--- src/rtl/fetch_pkg.sv ---
// Shared types and helpers for the LEGv8 instruction fetch unit.
package fetch_pkg;

    typedef enum logic [1:0] {
        S_IDLE,
        S_REQ,
        S_WAIT,
        S_EXEC
    } fetch_state_t;

    localparam int unsigned INSTR_BYTES = 4;

    function automatic logic [63:0] sext19(input logic [18:0] v);
        return {{45{v[18]}}, v};
    endfunction

    function automatic logic [63:0] sext26(input logic [25:0] v);
        return {{38{v[25]}}, v};
    endfunction

endpackage

--- src/rtl/br_target.sv ---
// Next-PC computation: sequential +4 or PC-relative branch with word offset.
module br_target
    import fetch_pkg::*;
(
    input  logic [63:0] i_pc,
    input  logic        i_br_taken,
    input  logic        i_uncond_br,
    input  logic [18:0] i_cond_addr19,
    input  logic [25:0] i_br_addr26,
    output logic [63:0] o_next_pc
);

    logic [63:0] w_offset;
    logic [63:0] w_seq_pc;
    logic [63:0] w_br_pc;

    always_comb begin
        w_offset  = i_uncond_br ? sext26(i_br_addr26) : sext19(i_cond_addr19);
        w_seq_pc  = i_pc + 64'(INSTR_BYTES);
        // Offsets count words; shifting the sign-extended value keeps negative targets correct.
        w_br_pc   = i_pc + (w_offset << 2);
        o_next_pc = i_br_taken ? w_br_pc : w_seq_pc;
    end

endmodule

--- src/rtl/instr_fetch.sv ---
// Instruction fetch unit: PC register, single-outstanding memory handshake, and
// the registered instruction presented to the decoder.
module instr_fetch
    import fetch_pkg::*;
#(
    parameter logic [63:0] RESET_PC = 64'h0
) (
    input  logic        clk,
    input  logic        reset,
    input  logic        stall,
    input  logic        UncondBr,
    input  logic        BrTaken,
    input  logic [18:0] CondAddr19,
    input  logic [25:0] BrAddr26,
    output logic        imem_req,
    output logic [63:0] imem_addr,
    input  logic [31:0] imem_rdata,
    input  logic        imem_rvalid,
    output logic [31:0] instruction,
    output logic        instr_valid,
    output logic [63:0] pc,
    output logic [31:0] retired
);

    fetch_state_t r_state;
    fetch_state_t w_state_next;

    logic [63:0] r_pc;
    logic [31:0] r_instr;
    logic        r_instr_valid;
    logic [31:0] r_retired;
    logic [63:0] w_next_pc;
    logic        w_accept;
    logic        w_advance;

    br_target u_br_target (
        .i_pc          (r_pc),
        .i_br_taken    (BrTaken),
        .i_uncond_br   (UncondBr),
        .i_cond_addr19 (CondAddr19),
        .i_br_addr26   (BrAddr26),
        .o_next_pc     (w_next_pc)
    );

    always_comb begin
        w_state_next = r_state;
        w_accept     = 1'b0;
        w_advance    = 1'b0;
        unique case (r_state)
            S_IDLE: w_state_next = S_REQ;
            S_REQ:  w_state_next = S_WAIT;
            S_WAIT: begin
                if (imem_rvalid) begin
                    w_accept     = 1'b1;
                    w_state_next = S_EXEC;
                end
            end
            S_EXEC: begin
                if (!stall) begin
                    w_advance    = 1'b1;
                    w_state_next = S_REQ;
                end
            end
            default: w_state_next = S_IDLE;
        endcase
    end

    always_ff @(posedge clk or posedge reset) begin
        if (reset) begin
            r_state       <= S_IDLE;
            r_pc          <= RESET_PC;
            r_instr       <= '0;
            r_instr_valid <= 1'b0;
            r_retired     <= '0;
        end else begin
            r_state <= w_state_next;
            if (w_accept) begin
                r_instr       <= imem_rdata;
                r_instr_valid <= 1'b1;
            end
            if (w_advance) begin
                r_pc          <= w_next_pc;
                r_retired     <= r_retired + 32'd1;
                r_instr_valid <= 1'b0;
            end
        end
    end

    // Request is a pure decode of registered state, so it cannot glitch.
    assign imem_req    = (r_state == S_REQ);
    assign imem_addr   = r_pc;
    assign instruction = r_instr;
    assign instr_valid = r_instr_valid;
    assign pc          = r_pc;
    assign retired     = r_retired;

endmodule

--- config.mk ---
export PLATFORM = sky130hd
export DESIGN_NAME = instr_fetch
export DESIGN_NICKNAME = d
export VERILOG_FILES = /design/src/rtl/fetch_pkg.sv /design/src/rtl/br_target.sv /design/src/rtl/instr_fetch.sv
export SDC_FILE = /design/constraint.sdc
export NUM_CORES = 1
export LEC_CHECK = 0
export BUFFER_PORTS_ARGS = -buffer_cell sky130_fd_sc_hd__buf_2
export CAP_MARGIN = 20
export CORE_MARGIN = 2
export CORE_UTILIZATION = 40
export CTS_CLUSTER_DIAMETER = 200
export CTS_CLUSTER_SIZE = 8
export DETAILED_ROUTE_END_ITERATION = 10
export SYNTH_ARGS = -nofsm -noshare
export SYNTH_HDL_FRONTEND = slang
export SYNTH_SLANG_ARGS = --single-unit
--- constraint.sdc ---
create_clock -name clk -period 10.4 [get_ports clk]
set_input_delay 0.52 -clock clk [delete_from_list [all_inputs] [get_ports clk]]
set_output_delay 0.52 -clock clk [all_outputs]
set_load 0.05 [all_outputs]
==> impl_metrics.ini <==
[clock_tree]
cts_tree = yes
cts_resized = 0
cts_buffers = 17
cts_num_sinks = 129
cts_setup_buffers = 0
cts_hold_buffers = 0
clk_path_buf_depth = 2
ctsRootBufferMaster = clkbuf_16
cts.htree.levels = 4
clk_latency_ps = 430
cts.clk_slew.worst_paths_ps = 70

[synthesis]
ys_seq_area_frac = 0.3417
async_reset_ff_frac = 1.000
synth_top_area_share = 0.3417
yosysUniqueCellTypes = 62
synthTopCellsByArea = dfrtp_1 (34%), ha_1 (8.7%), buf_4 (5.4%)
yosysTopAreaCell = dfrtp_1
synth-edff-count = 0
synth_commonest_cells = nand2_1 (136), dfrtp_1 (129), o21ai_0 (81)
ys_dominant_reg_cell = dfrtp_1
netlist_area_sq_um = 9447
ys_warn_count = 0
synthCells = 1071
syn_area_per_cell_sq_um = 8.820
ys_ff_latch = 129
synth_most_common_cell = nand2_1

[run_status]
outcome = complete, no violations

[worst_setup_path]
path_cells = buf_2 > nand2b_1 > a21boi_2 > buf_4 > ha_1 > a21o_1 > a31oi_1 > nor2b_1 > or3_1 > a211oi_1 > o22ai_1 > o21ai_0 > mux2i_1 > xnor2_1
arrival_ps = 4620
cp-start-kind = input port
cpMaxStageDelayCell = a211oi_1
critPathKind = input port to register
crit_path_end_kind = register
cp_data_required_time_ps = 10750
crit_buf_inv = 2
cp_top_family = compound AO/OA/AOI/OAI gates
cp_slowest_stage_delay_ps = 630
crit_fanout = 38

[route]
ant_nets = 0
dr.pass1.iters = 5
wire_per_inst_um = 16.26
drc = 0
vias = 8286
routed_via_density = 5.185
wirelength_mm = 25.98
drt_iter0_drc = 437

[sta]
setup_tns_ps = 0
fin_crit_ps = 4267
slew_viol_final = 0
finClkSkew_ps = 16.68
final_hold_viol_count = 0
fmax_mhz = 234.4
setup_viol = 0
slew_headroom = 0.5107
finalCritPeriodShare = 0.4103
rsz0062_at_grt = no
worst_slew_pin_slew_ps = 729.6

[power]
internal_power_mw = 1.643
power.switching_mw = 2.215
worst_ir_drop_vdd_uv = 229.4
total_power_mw = 3.858
p_leak_nw = 5.785
p_sw_frac = 0.5741
p_seq_frac = 0.225
clkPwrFrac = 0.155
combPwrFrac = 0.620
cellPowerDensity_nw_per_um2 = 342.6

[cells_and_area]
n_fill_cell = 2277
finalNetCount = 1416
area_delta_synth_final_pct = 19.23
layout-drive-gt1-share = 0.2823
final_cells = 1598
multi_input_area_sq_um = 5461
seqCellArea_sq_um = 3228
antenna-diode-count = 0

[floorplan]
start_util = 0.4049
die_h_um = 157.7
die-area_sq_um = 24860
rows = 56
core_sq_um = 23330
pin_count = 277
dieWidth_um = 157.7

[grt]
grt_usage = 0.2066
grt_pass1_wl_mm = 40.95
grt_pass1_vias = 8027
use_met1 = 0.2688
grt.met3_usage = 0.03860
overflow = 0
antenna_found_initial = 0
grt_max_degree = 120
gr-usage-met2 = 0.3551
top_usage_layer = met2

[placed_design]
dp_cells = 1564
io_buffers = 272
dp_hpwl_mm = 19.96
routabilityCongestion = 0.8646

[min_path]
worst_hold_path_type = input port to asynchronous set/reset pin

[job]
max_cap_viol_count = 0
[worst paths after layout]
| check | endpoint | startpoint | slack, ps | cells past startpoint |
|---|---|---|---|---|
| min in group clk | instruction[31] | imem_rdata[31] | 320 | 2 |
| worst max-delay path | imem_addr[63] | UncondBr | 6130 | 14 |
| worst min-delay path | imem_addr[14] | reset | 180 | 2 |
| worst min register to register | retired[31] | retired[31] | 490 | 1 |
| max in group asynchronous | imem_addr[58] | reset | 9140 | 4 |
| worst max register to register | imem_addr[56] | imem_addr[2] | 6860 | 12 |
[routing by layer]
metal | vias up | wire, um
met5 | - | 0
met4 | 0 | 260
met3 | 26 | 1675
met2 | 253 | 12210
met1 | 3859 | 11830
li1 | 4148 | -
[power groups by stage]
stage               Sequential [mW]  Combinational [mW]  Clock (mW)
global placement              0.872                2.37           0
finish                        0.868                2.39       0.597
detailed placement            0.881                2.38           0
floorplan                      1.47                1.38           0
global route                  0.902                2.57       0.630
CTS                           0.873                2.39       0.612
[through the flow]
stage	instance area (sq um)	setup WS, ps	hold slack (ps)	util
2_1_floorplan	9458	4400	546.6	-
3_3_place_gp	10600	5797	454.8	0.4543
3_5_place_dp	10630	5652	484.7	0.4554
4_1_cts	11210	6089	200.3	0.4804
5_1_grt	11260	5830	225.1	0.4827
6_report	11260	6133	178.7	0.4827
[flip-flops by register name, summed over array words and instances, names as in the netlist]
name,flops
r_state,2
instruction,32
imem_addr,62
retired,32
instr_valid,1
[kinds of logic after synthesis]
group | count (synthesis) | synth area share
buf+inv | 137 | 0.08278
mux | 51 | 0.05841
flops | 129 | 0.3417
simple gates | 312 | 0.1551
xor+xnor | 76 | 0.07046
fa+ha+maj | 67 | 0.08954
other cells | 1 | 0.0003970
compound gates | 298 | 0.2016
[placed cells by master, fill, tap and decap left out, types with 5 or more instances in the layout]
master / instances
a21oi_1: 79
inv_1: 30
or3_1: 6
mux2_2: 33
or2_2: 6
and4_1: 7
and3_1: 8
a21o_1: 37
o21ai_0: 81
a211oi_1: 7
and2_1: 7
nand2_1: 136
nor3_1: 10
nor2b_1: 18
inv_8: 5
nand4_1: 28
mux2i_1: 18
buf_2: 272
xnor2_1: 46
o21a_1: 9
a31oi_1: 5
o211ai_1: 9
clkbuf_16: 17
xor2_1: 30
a221o_1: 5
nor2_1: 52
ha_1: 66
dfrtp_1: 129
nand3_1: 24
o21bai_1: 14
a21boi_0: 12
[cell type report]
type,instances,share of cell area
Clock buffer,17,0.03777
Clock inverter,15,0.01389
Inverter,31,0.01055
Multi-Input combinational cell,808,0.4849
Sequential cell,129,0.2866
Tap cell,319,0.03544
Timing Repair Buffer,279,0.1309
Note: power is estimated with default switching activity, not from simulation.
